`src/rtl/blind_pkg.sv`:
```
// -----------------------------------------------------------------------------
// blind_pkg
// Shared definitions for the automatic blind controller.
//   - Position command codes, shared with the blind-position FSM.
//   - State encoding of the motor driver FSM.
// -----------------------------------------------------------------------------
package blind_pkg;

  typedef logic [1:0] pos_code_t;

  localparam pos_code_t POS_CLOSED = 2'b00;
  localparam pos_code_t POS_HALF   = 2'b01;
  localparam pos_code_t POS_OPEN   = 2'b10;
  localparam pos_code_t POS_HOLD   = 2'b11;

  typedef enum logic [2:0] {
    ST_HOME  = 3'd0,
    ST_DEAD  = 3'd1,
    ST_UP    = 3'd2,
    ST_DN    = 3'd3,
    ST_IDLE  = 3'd4,
    ST_FAULT = 3'd5
  } drv_state_t;

endpackage

```
`src/rtl/blind_motor_driver_if.sv`:
```
// -----------------------------------------------------------------------------
// blind_motor_driver_if
// Signal bundle between the blind controller / field wiring and the motor
// driver.
//   master : drives target, tick, lim_top, lim_bot; observes driver outputs
//   slave  : the motor driver itself
// Signals:
//   target    commanded position code (closed / half / open / hold)
//   tick      encoder step pulse, one clk wide
//   lim_top   raw top limit switch, active-high
//   lim_bot   raw bottom limit switch, active-high
//   mot_up    raise relay
//   mot_dn    lower relay
//   pos       current position in encoder steps
//   at_target motor idle and pos equals the goal
//   fault     sticky stall fault
// -----------------------------------------------------------------------------
interface blind_motor_driver_if
  import blind_pkg::*;
#(
  parameter int POS_W = 8
) ();

  pos_code_t        target;
  logic             tick;
  logic             lim_top;
  logic             lim_bot;
  logic             mot_up;
  logic             mot_dn;
  logic [POS_W-1:0] pos;
  logic             at_target;
  logic             fault;

  modport master (
    output target, tick, lim_top, lim_bot,
    input  mot_up, mot_dn, pos, at_target, fault
  );

  modport slave (
    input  target, tick, lim_top, lim_bot,
    output mot_up, mot_dn, pos, at_target, fault
  );

endinterface

```
`src/rtl/blind_motor_driver_sync2.sv`:
```
// -----------------------------------------------------------------------------
// sync2
// Two-flop synchronizer for a raw asynchronous level input.
// Ports:
//   clk    system clock
//   reset  asynchronous active-high reset (output clears to 0)
//   d_i    raw asynchronous input
//   q_o    synchronized output, 2 clk of latency
// -----------------------------------------------------------------------------
module sync2 (
  input  logic clk,
  input  logic reset,
  input  logic d_i,
  output logic q_o
);

  logic meta_q;
  logic sync_q;

  always_ff @(posedge clk or posedge reset) begin
    if (reset) begin
      meta_q <= 1'b0;
      sync_q <= 1'b0;
    end else begin
      meta_q <= d_i;
      sync_q <= meta_q;
    end
  end

  assign q_o = sync_q;

endmodule

```
`src/rtl/blind_motor_driver.sv`:
```
// -----------------------------------------------------------------------------
// blind_motor_driver
// Drives the up/down relays of a blind motor until the encoder position
// matches the commanded position. Homes against the bottom limit after reset,
// keeps both relays off for a dead time before every start, and latches a
// fault if the encoder stops stepping while the motor runs.
// Ports:
//   clk    system clock
//   reset  asynchronous active-high reset; relays drop immediately
//   bus    slave side of blind_motor_driver_if (target, tick, limits in;
//          relays, pos, at_target, fault out)
// -----------------------------------------------------------------------------
module blind_motor_driver
  import blind_pkg::*;
#(
  parameter int TRAVEL_TICKS   = 200,
  parameter int HALF_TICKS     = 100,
  parameter int DEAD_CYCLES    = 16,
  parameter int TIMEOUT_CYCLES = 4096
) (
  input  logic                   clk,
  input  logic                   reset,
  blind_motor_driver_if.slave    bus
);

  localparam int POS_W = $clog2(TRAVEL_TICKS + 1);
  localparam int DC_W  = $clog2(DEAD_CYCLES + 1);
  localparam int WD_W  = $clog2(TIMEOUT_CYCLES + 1);

  localparam logic [POS_W-1:0] GOAL_TOP  = POS_W'(TRAVEL_TICKS);
  localparam logic [POS_W-1:0] GOAL_HALF = POS_W'(HALF_TICKS);
  localparam logic [DC_W-1:0]  DC_LAST   = DC_W'(DEAD_CYCLES - 1);
  localparam logic [WD_W-1:0]  WD_LAST   = WD_W'(TIMEOUT_CYCLES - 1);

  drv_state_t       state_q, state_d;
  logic [POS_W-1:0] pos_q, pos_d;
  logic [DC_W-1:0]  dead_cnt_q, dead_cnt_d;
  logic [WD_W-1:0]  wdog_q, wdog_d;
  logic             mot_up_q, mot_dn_q, at_target_q, fault_q;

  logic             lim_top_s, lim_bot_s;
  logic [POS_W-1:0] goal;
  logic             stall;
  logic             dead_done;
  logic             run_d;

  sync2 u_sync_top (.clk(clk), .reset(reset), .d_i(bus.lim_top), .q_o(lim_top_s));
  sync2 u_sync_bot (.clk(clk), .reset(reset), .d_i(bus.lim_bot), .q_o(lim_bot_s));

  // Position update comes first so that the goal comparison below always
  // sees a tick that arrives in the same cycle as a target change.
  always_comb begin
    pos_d = pos_q;
    case (state_q)
      ST_UP: begin
        if (lim_top_s)                          pos_d = GOAL_TOP;
        else if (bus.tick && pos_q != GOAL_TOP) pos_d = pos_q + 1'b1;
      end
      ST_DN: begin
        if (lim_bot_s)                          pos_d = '0;
        else if (bus.tick && pos_q != '0)       pos_d = pos_q - 1'b1;
      end
      ST_HOME: begin
        if (lim_bot_s)                          pos_d = '0;
      end
      default: ;
    endcase
  end

  // Hold freezes the goal at wherever the blind is, which makes every
  // running state fall into its normal stop path.
  always_comb begin
    goal = pos_d;
    case (bus.target)
      POS_CLOSED: goal = '0;
      POS_HALF:   goal = GOAL_HALF;
      POS_OPEN:   goal = GOAL_TOP;
      default:    goal = pos_d;
    endcase
  end

  assign stall     = !bus.tick && (wdog_q == WD_LAST);
  assign dead_done = (dead_cnt_q == DC_LAST);

  always_comb begin
    state_d = state_q;
    case (state_q)
      ST_HOME: begin
        if (lim_bot_s)  state_d = ST_DEAD;
        else if (stall) state_d = ST_FAULT;
      end
      ST_IDLE: begin
        if (goal != pos_d) state_d = ST_DEAD;
      end
      ST_DEAD: begin
        // Direction is chosen fresh at expiry; the goal may have moved.
        if (dead_done) begin
          if (goal > pos_d)      state_d = ST_UP;
          else if (goal < pos_d) state_d = ST_DN;
          else                   state_d = ST_IDLE;
        end
      end
      ST_UP: begin
        if (lim_top_s || pos_d >= goal) state_d = ST_DEAD;
        else if (stall)                 state_d = ST_FAULT;
      end
      ST_DN: begin
        if (lim_bot_s || pos_d <= goal) state_d = ST_DEAD;
        else if (stall)                 state_d = ST_FAULT;
      end
      ST_FAULT: state_d = ST_FAULT;
      default:  state_d = ST_FAULT;
    endcase
  end

  // Dead counter runs only while staying in DEAD, so every visit lasts
  // exactly DEAD_CYCLES cycles.
  always_comb begin
    dead_cnt_d = '0;
    if (state_q == ST_DEAD && state_d == ST_DEAD) dead_cnt_d = dead_cnt_q + 1'b1;
  end

  // Watchdog restarts on every tick and on entry to a motor-running state.
  assign run_d = (state_d == ST_UP) || (state_d == ST_DN) || (state_d == ST_HOME);

  always_comb begin
    wdog_d = wdog_q + 1'b1;
    if (!run_d || bus.tick || state_d != state_q) wdog_d = '0;
  end

  // Relay outputs are registered from the next state, so UP and DN can never
  // be driven together and every reversal carries the DEAD gap.
  always_ff @(posedge clk or posedge reset) begin
    if (reset) begin
      state_q     <= ST_HOME;
      pos_q       <= '0;
      dead_cnt_q  <= '0;
      wdog_q      <= '0;
      mot_up_q    <= 1'b0;
      mot_dn_q    <= 1'b0;
      at_target_q <= 1'b0;
      fault_q     <= 1'b0;
    end else begin
      state_q     <= state_d;
      pos_q       <= pos_d;
      dead_cnt_q  <= dead_cnt_d;
      wdog_q      <= wdog_d;
      mot_up_q    <= (state_d == ST_UP);
      mot_dn_q    <= (state_d == ST_DN) || (state_d == ST_HOME);
      at_target_q <= (state_d == ST_IDLE) && (pos_d == goal);
      fault_q     <= (state_d == ST_FAULT);
    end
  end

  assign bus.mot_up    = mot_up_q;
  assign bus.mot_dn    = mot_dn_q;
  assign bus.pos       = pos_q;
  assign bus.at_target = at_target_q;
  assign bus.fault     = fault_q;

endmodule

```
`src/flat_wrapper.sv`:
```
// flat-port wrapper written by rule: the top's interface ports become plain ports
module blind_motor_driver_flat import blind_pkg::*;
#(
  parameter int TRAVEL_TICKS   = 200,
  parameter int HALF_TICKS     = 100,
  parameter int DEAD_CYCLES    = 16,
  parameter int TIMEOUT_CYCLES = 4096
)
  (clk, reset, bus_target, bus_tick, bus_lim_top, bus_lim_bot, bus_mot_up, bus_mot_dn, bus_pos, bus_at_target, bus_fault);
  blind_motor_driver_if #(.POS_W(8)) bus_i ();
  input  logic clk;
  input  logic reset;
  input wire logic [$bits(bus_i.target)-1:0] bus_target;
  input wire logic [$bits(bus_i.tick)-1:0] bus_tick;
  input wire logic [$bits(bus_i.lim_top)-1:0] bus_lim_top;
  input wire logic [$bits(bus_i.lim_bot)-1:0] bus_lim_bot;
  output wire logic [$bits(bus_i.mot_up)-1:0] bus_mot_up;
  output wire logic [$bits(bus_i.mot_dn)-1:0] bus_mot_dn;
  output wire logic [$bits(bus_i.pos)-1:0] bus_pos;
  output wire logic [$bits(bus_i.at_target)-1:0] bus_at_target;
  output wire logic [$bits(bus_i.fault)-1:0] bus_fault;
  assign bus_i.target = bus_target;
  assign bus_i.tick = bus_tick;
  assign bus_i.lim_top = bus_lim_top;
  assign bus_i.lim_bot = bus_lim_bot;
  assign bus_mot_up = bus_i.mot_up;
  assign bus_mot_dn = bus_i.mot_dn;
  assign bus_pos = bus_i.pos;
  assign bus_at_target = bus_i.at_target;
  assign bus_fault = bus_i.fault;
  blind_motor_driver #(.TRAVEL_TICKS(TRAVEL_TICKS), .HALF_TICKS(HALF_TICKS), .DEAD_CYCLES(DEAD_CYCLES), .TIMEOUT_CYCLES(TIMEOUT_CYCLES)) u_core (.clk(clk), .reset(reset), .bus(bus_i));
endmodule
```
`config.mk`:
```
export PLATFORM = sky130hd
export DESIGN_NAME = blind_motor_driver_flat
export DESIGN_NICKNAME = d
export VERILOG_FILES = /design/src/rtl/blind_pkg.sv /design/src/rtl/blind_motor_driver_if.sv /design/src/rtl/blind_motor_driver_sync2.sv /design/src/rtl/blind_motor_driver.sv /design/src/flat_wrapper.sv
export SDC_FILE = /design/constraint.sdc
export NUM_CORES = 1
export LEC_CHECK = 0
export BUFFER_PORTS_ARGS = -buffer_cell sky130_fd_sc_hd__clkbuf_2
export CAP_MARGIN = 20
export CELL_PAD_IN_SITES_DETAIL_PLACEMENT = 1
export CELL_PAD_IN_SITES_GLOBAL_PLACEMENT = 1
export CORE_MARGIN = 5
export CORE_UTILIZATION = 45
export DETAILED_ROUTE_END_ITERATION = 16
export PLACE_DENSITY_LB_ADDON = 0.08
export SYNTH_ARGS = -nofsm -noshare
export SYNTH_HDL_FRONTEND = slang
export SYNTH_SLANG_ARGS = --single-unit
```
`constraint.sdc`:
```
create_clock -name clk -period 12.49 [get_ports clk]
set_input_delay 0.6245 -clock clk [delete_from_list [all_inputs] [get_ports clk]]
set_output_delay 0.6245 -clock clk [all_outputs]
set_load 0.02 [all_outputs]
```
# Word-level counts from Yosys, hierarchy flattened
# Cells that the tools add are included.
dict set report word_totals {
  ff_bits 37
  in_bits 7
  output_inout_bits 12
}
dict set report classes {
  add_sub_neg 4
  n_lt_le_gt_ge 4
  n_eq_ne 17
  mux 18
  reduce_logical 18
}
# operator n
set ops {}
lappend ops {{8-bit one-hot mux with 3 select lines} 2}
lappend ops {{8-bit 2-to-1 mux} 5}
lappend ops {{3-bit 2-to-1 mux} 8}
lappend ops {{3-bit one-hot mux with 5 select lines} 1}
lappend ops {{13-bit by 1-bit adder with 13-bit output (second input constant)} 1}
lappend ops {{13-bit by 12-bit == test with 1-bit output (second input constant)} 1}
lappend ops {{13-bit 2-to-1 mux} 1}
lappend ops {{3-bit by 2-bit == test with 1-bit output (second input constant)} 4}
lappend ops {{3-bit == test (second input constant)} 3}
lappend ops {{8-bit by 1-bit adder with 8-bit output (second input constant)} 1}
lappend ops {{8-bit == test} 1}
lappend ops {{8-bit >= comparator} 1}
lappend ops {{8-bit > comparator} 1}
lappend ops {{8-bit <= comparator} 1}
lappend ops {{8-bit < comparator} 1}
lappend ops {{8-bit != test} 1}
lappend ops {{8-bit != test (second input constant)} 1}
lappend ops {{8-bit nonzero test} 1}
lappend ops {{8-bit by 1-bit subtractor with 8-bit output (second input constant)} 1}
lappend ops {{1-bit logical OR} 7}
lappend ops {{3-bit by 1-bit == test with 1-bit output (second input constant)} 2}
lappend ops {{3-bit zero test} 2}
lappend ops {{5-bit by 1-bit adder with 5-bit output (second input constant)} 1}
lappend ops {{5-bit by 4-bit == test with 1-bit output (second input constant)} 1}
lappend ops {{7 further kinds} 12}

# Depth between registers and ports, before layout
dict set report logic_depth {
  ltp_word 18
  depth_mapped 20
  ltp_nobuf 19
}

# Modules after synthesis
# Synthesis repeated with hierarchy kept, for this count alone.
dict set report hier_totals {
  cells_unflattened 296
  hier_area_um2 2713.9
}
# module instances cells_per_inst area_each_um2 seq_area_each_um2
set by_module_without_submodules {}
lappend by_module_without_submodules {blind_motor_driver 1 290 2606.2 825.8}
lappend by_module_without_submodules {sync2 2 3 53.8 50.0}

# Least setup slack after synthesis
# OpenSTA, ideal clock, no wires.
dict set report synth_path {
  kind {flip-flop to flip-flop}
  start {register u_core.pos_q[1], in the netlist u_core.bus.pos[1]}
  end {register u_core.wdog_q[10]}
  setup_time_ps 138
  t_arrival_ps 4479
  slack_ps 7873
  path_stages_with_launch 19
  path_buffers 1
  path_cell_list {dfrtp_1 -> inv_1 -> ha_1 -> or3b_4 -> o21ai_2 -> or4_2 -> nor3_1 -> nor2_1 -> o41ai_1 -> a21oi_1 -> ha_1 -> nand3_1 -> o21bai_1 -> inv_1 -> o31ai_1 -> or4b_1 -> a22oi_2 -> buf_6 -> nor3_2}
}
dict set report synth_via {
  elab_chain_len 18
}
# item line_no
set synth_rtl {}
lappend synth_rtl {{start: declaration} blind_motor_driver.sv:36} ;# logic [POS_W-1:0] pos_q, pos_d;
lappend synth_rtl {{start signal: assignment} blind_motor_driver.sv:145} ;# pos_q <= pos_d;
lappend synth_rtl {{branches (longest 4 deep; another with 8-bit by 1-bit subtractor with 8-bit output)} --}
lappend synth_rtl {{8-bit one-hot mux with 3 select lines *} blind_motor_driver.sv:54} ;# case (state_q)
lappend synth_rtl {{8-bit one-hot mux with 3 select lines} blind_motor_driver.sv:74} ;# case (bus.target)
lappend synth_rtl {{8-bit < comparator} blind_motor_driver.sv:99} ;# else if (goal < pos_d) state_d = ST_DN;
lappend synth_rtl {{3-bit 2-to-1 mux} blind_motor_driver.sv:99}
lappend synth_rtl {{3-bit 2-to-1 mux} blind_motor_driver.sv:98} ;# if (goal > pos_d) state_d = ST_UP;
lappend synth_rtl {{3-bit 2-to-1 mux} blind_motor_driver.sv:97} ;# if (dead_done) begin
lappend synth_rtl {{3-bit one-hot mux with 5 select lines *} blind_motor_driver.sv:87} ;# case (state_q)
lappend synth_rtl {{3-bit by 2-bit == test with 1-bit output} blind_motor_driver.sv:124} ;# assign run_d = (state_d == ST_UP) || (state_d == ST_DN) || (state_d == ST_HOME);
lappend synth_rtl {{1-bit logical OR (2 in series)} blind_motor_driver.sv:124}
lappend synth_rtl {{1-bit zero test} blind_motor_driver.sv:128} ;# if (!run_d || bus.tick || state_d != state_q) wdog_d = '0;
lappend synth_rtl {{1-bit logical OR} blind_motor_driver.sv:128}
lappend synth_rtl {{1-bit logical OR *} blind_motor_driver.sv:128}
lappend synth_rtl {{13-bit 2-to-1 mux *} blind_motor_driver.sv:128}
lappend synth_rtl {{net u_core.wdog_d[10]} blind_motor_driver.sv:38} ;# logic [WD_W-1:0] wdog_q, wdog_d;
lappend synth_rtl {{end signal: assignment} blind_motor_driver.sv:147} ;# wdog_q <= wdog_d;
lappend synth_rtl {{end: declaration} blind_motor_driver.sv:38}
# Mark *: on every way through the listed nets, which the timed path passes.

# Worst setup path after layout
dict set report layout_path {
  start {register u_core.pos_q[1], in the netlist u_core.bus.pos[1]}
  end {register u_core.wdog_q[12]}
}
# The elaborated chain is that of the path after synthesis.

==> out/qor_table.md <==
| Quantity | Reported | Unit |
|:---|:---|:---|
| R2r worst-path depth | 17 | - |
| Number of max-capacitance violations reported | 0 | - |
| Power density over the cells | 82.3 | mW/mm^2 |
| Finished Cell Area | 0.00275 | sq mm |
| Hold path startpoint | u_core.u_sync_bot.meta_q$_DFF_PP0_ | - |
| Worst path required time | 12.63 | ns |
| Final-report hold violation count | 0 | - |
| Reg-to-reg critical path startpoint | u_core.bus.pos[1]$_DFF_PP0_ | - |
| Number of buffers created by CTS | 5 | - |
| Unrepaired setup endpoints after global routing | false | - |
| Final setup violation count | 0 | - |
| Most common cell after layout, fill and taps aside | sky130_fd_sc_hd__dfrtp_1 | - |
| TritonCTS clock tree | done | - |
| Residual DRC | 0 | - |
| Latest clock arrival within the worst-skew pair | 0.30 | ns |
| Post-CTS setup buffer count | 0 | - |
| Layout cells sized above 1 | 23.9 | % |
| DP HPWL | 4360 | um |
| Tcrit/Tclk final | 43.1 | % |
| Worst clock skew | 0.0106 | ns |
| Clock root buffer | sky130_fd_sc_hd__clkbuf_8 | - |
| H-tree levels | 2 | - |
| Number of hold buffers added after CTS | 0 | - |
| Setup crit end kind | flip-flop | - |
| Die width | 86.0 | um |
| Highest fanout seen on the critical path | 13 | - |
| Final Max Slew Viols | 0 | - |
| Final worst hold slack | 0.356 | ns |
| Clock slew seen by the registers of the worst setup and hold paths | 0.08 | ns |
| Terminating pin of the worst hold path | u_core.u_sync_bot.q_o$_DFF_PP0_ | - |
| Sinks on the clock net | 37 | - |
| Floorplan Core Area | 0.00557 | sq mm |
| Most frequent cells in the layout | sky130_fd_sc_hd__dfrtp_1 (37), sky130_fd_sc_hd__nor2_1 (27), sky130_fd_sc_hd__nand2_1 (23) | - |
| DRT iter0 DRCs | 71 | - |
| Setup TNS Final | 0 | ns |
| Global Route met3 Usage | 3.46 | % |
| Ranking of synthesized cells by area | sky130_fd_sc_hd__dfrtp_1 (36%), sky130_fd_sc_hd__ha_1 (6.7%), sky130_fd_sc_hd__nor2_1 (3.9%) | - |
| GR Layer Usage met2 | 28.8 | % |
| Global-route usage over all layers | 17.7 | % |
| Global-route wire length before repair | 10,500 | um |
| Antenna violations before repair | 0 | - |
| Yosys top cell by area | sky130_fd_sc_hd__dfrtp_1 | - |
| Vias in the first global route | 2,191 | - |
| Remaining global-route overflow | 0 | - |
| Antenna diode count | 0 | - |
| Crit Reg-Reg Endpoint | u_core.wdog_q[12]$_DFF_PP0_ | - |
| Ratio of routed vias to standard cells | 5.63 | - |
| Initial cell density of the core | 46.7 | % |
| Arrival time of data at the critical path endpoint | 5.52 | ns |
| Number of top-level pins | 19 | - |
| Count of flip-flops with a built-in enable after synthesis | 0 | - |
| Layout overhead on the synthesized area | 5.68 | % |
| Min cycle time layout | 5.38 | ns |
| Placed instance area | 0.00265 | sq mm |
| Final routed wirelength across all metal layers | 5910 | um |
| Total power | 226 | uW |
| Routing layer with the top usage in global route | met2 | - |
| Synth Cell Area | 0.00260 | sq mm |
| Number of filler cells placed in the layout | 680 | - |
| Net count, final | 300 | - |
| Fmax | 186 | MHz |
| Synthesized instance count | 265 | - |
| Critical path class | reg -> reg | - |
| P_leak | 1.21 | nW |
| Most common flop cell mapped by yosys | sky130_fd_sc_hd__dfrtp_1 | - |
| Die Area | 0.00740 | sq mm |
| Post-cts resize count | 0 | - |
| Detailed-routing iteration count for the pre-antenna-repair pass | 4 | - |
| Fraction of synthesized cell area taken by the top area cell type | 35.6 | % |
| Placer Congestion | 0.813 | - |
| Unique cell type count in the Yosys netlist | 67 | - |
| Total number of vias | 1,980 | - |
| Post-Syn Nets | 286 | - |
| Pin count of the biggest net entering global routing | 38 | - |
| Count of port buffers added during placement | 18 | - |
| Die boundary height | 86.0 | um |
| Detail Route Antenna Nets | 0 | - |
| Total of warnings raised by yosys | 0 | - |
| Type of origin of the critical path | flip-flop | - |
| Max Root-Sink Buffers | 2 | - |
| Worst-Margin Slew | 0.845 | ns |
| Maximum vdd drop | 0.0446 | mV |
| Core Rows | 27 | - |
| Hold Crit Depth | 0 | - |
| Type of the most critical hold path | reg -> reg | - |
| Sequential cell area fraction in the yosys report | 35.6 | % |
| Average wire per standard cell | 16.8 | um |
| Routing usage on met1 | 24.0 | % |
| Flops & latches, synth | 37 | - |
| FFs w/ async S/R, synth | 100 | % |
| Slew HR | 43.6 | % |
| Per-instance average area after synthesis | 9.82 | sq um |
| Worst R2R Setup Slack | 7.11 | ns |
| Outcome | finished, final reports clean | - |
## stage by stage
stage	instances	util (%)	setup slack (ns)
2_1_floorplan	265	-	7.87
3_3_place_gp	344	47.6	7.33
3_5_place_dp	344	47.6	7.12
4_1_cts	352	49.3	7.10
5_1_grt	352	49.3	6.56
6_report	352	49.3	7.11
## registers in the layout, summed over array words and instances, names as in the netlist
register                  flops
u_core.wdog_q                13
u_core.bus.pos                8
u_core.dead_cnt_q             5
u_core.bus.mot_up             1
u_core.u_sync_bot.meta_q      1
u_core.u_sync_top.meta_q      1
u_core.bus.at_target          1
u_core.bus.fault              1
u_core.u_sync_bot.q_o         1
u_core.state_q                3
u_core.u_sync_top.q_o         1
u_core.bus.mot_dn             1
## routing by layer
metal | wire, um | share of wire, % | vias up
met5 | 0 | 0 | -
met4 | 69 | 1.2 | 0
met3 | 172 | 2.9 | 5
met2 | 2720 | 46 | 28
met1 | 2950 | 50 | 972
li1 | - | - | 975
## cells in the mapped netlist, types with 3 or more instances
| cell | number |
|---|---|
| sky130_fd_sc_hd__dfrtp_1 | 37 |
| sky130_fd_sc_hd__nor2_1 | 27 |
| sky130_fd_sc_hd__nand2_1 | 23 |
| sky130_fd_sc_hd__inv_1 | 16 |
| sky130_fd_sc_hd__a21oi_1 | 15 |
| sky130_fd_sc_hd__ha_1 | 14 |
| sky130_fd_sc_hd__nand3_1 | 12 |
| sky130_fd_sc_hd__nor3_2 | 10 |
| sky130_fd_sc_hd__xnor2_1 | 9 |
| sky130_fd_sc_hd__xor2_1 | 8 |
| sky130_fd_sc_hd__o21ai_0 | 7 |
| sky130_fd_sc_hd__and3_1 | 6 |
| sky130_fd_sc_hd__buf_6 | 5 |
| sky130_fd_sc_hd__clkbuf_8 | 4 |
| sky130_fd_sc_hd__nor3_1 | 4 |
| sky130_fd_sc_hd__a21o_1 | 3 |
| sky130_fd_sc_hd__nand2b_1 | 3 |
| sky130_fd_sc_hd__nand4_1 | 3 |
## cell families after synthesis
logic type,Yosys count,synth area share (%)
fa+ha+maj,14,6.73
mux,2,0.962
xor+xnor,17,5.72
flops,37,35.6
simple gates,108,24.3
buf+inv,28,7.55
compound gates,59,19.1
## where the power goes
group / switching (mW) / total (mW) / internal [mW]
Combinational: 0.0101 / 0.0153 / 0.00519
Sequential: 0.000571 / 0.121 / 0.120
Clock: 0.0453 / 0.0901 / 0.0448
## critical path, stage by stage (launching register included)
cell	delay, ns
sky130_fd_sc_hd__dfrtp_1	0.48
sky130_fd_sc_hd__inv_1	0.10
sky130_fd_sc_hd__ha_1	0.18
sky130_fd_sc_hd__or3b_4	0.28
sky130_fd_sc_hd__o21ai_2	0.09
sky130_fd_sc_hd__or4_2	0.61
sky130_fd_sc_hd__nor3_1	0.29
sky130_fd_sc_hd__nor2_1	0.09
sky130_fd_sc_hd__o41ai_1	0.58
sky130_fd_sc_hd__a21oi_1	0.15
sky130_fd_sc_hd__ha_1	0.30
sky130_fd_sc_hd__nand3_1	0.09
sky130_fd_sc_hd__o21bai_1	0.34
sky130_fd_sc_hd__inv_1	0.14
sky130_fd_sc_hd__o31ai_1	0.25
sky130_fd_sc_hd__or4b_1	0.47
sky130_fd_sc_hd__a22oi_2	0.65
sky130_fd_sc_hd__nor3_1	0.14
## cell type report
cell class | instances | area [sq um] | area share (%)
inverters | 16 | 60.1 | 2.18
repair buffers | 19 | 97.6 | 3.55
clock inverters | 2 | 13.8 | 0.501
clock buffers | 6 | 82.6 | 3.00
flip-flops and latches | 37 | 926 | 33.7
multi-input cells | 200 | 1480 | 53.8
well taps | 72 | 90.1 | 3.28
## how the worst max path moves through the flow
stage	cells past startpoint	start	endpoint
after floorplan	18	u_core.bus.pos[1]$_DFF_PP0_	u_core.wdog_q[10]$_DFF_PP0_
after global placement	17	u_core.bus.pos[0]$_DFF_PP0_	u_core.wdog_q[2]$_DFF_PP0_
after detailed placement	17	u_core.bus.pos[1]$_DFF_PP0_	u_core.wdog_q[12]$_DFF_PP0_
after CTS	17	u_core.bus.pos[1]$_DFF_PP0_	u_core.wdog_q[12]$_DFF_PP0_
after global routing	17	u_core.bus.pos[1]$_DFF_PP0_	u_core.wdog_q[12]$_DFF_PP0_
final	17	u_core.bus.pos[1]$_DFF_PP0_	u_core.wdog_q[12]$_DFF_PP0_
Note: power is estimated with default switching activity, not from simulation.
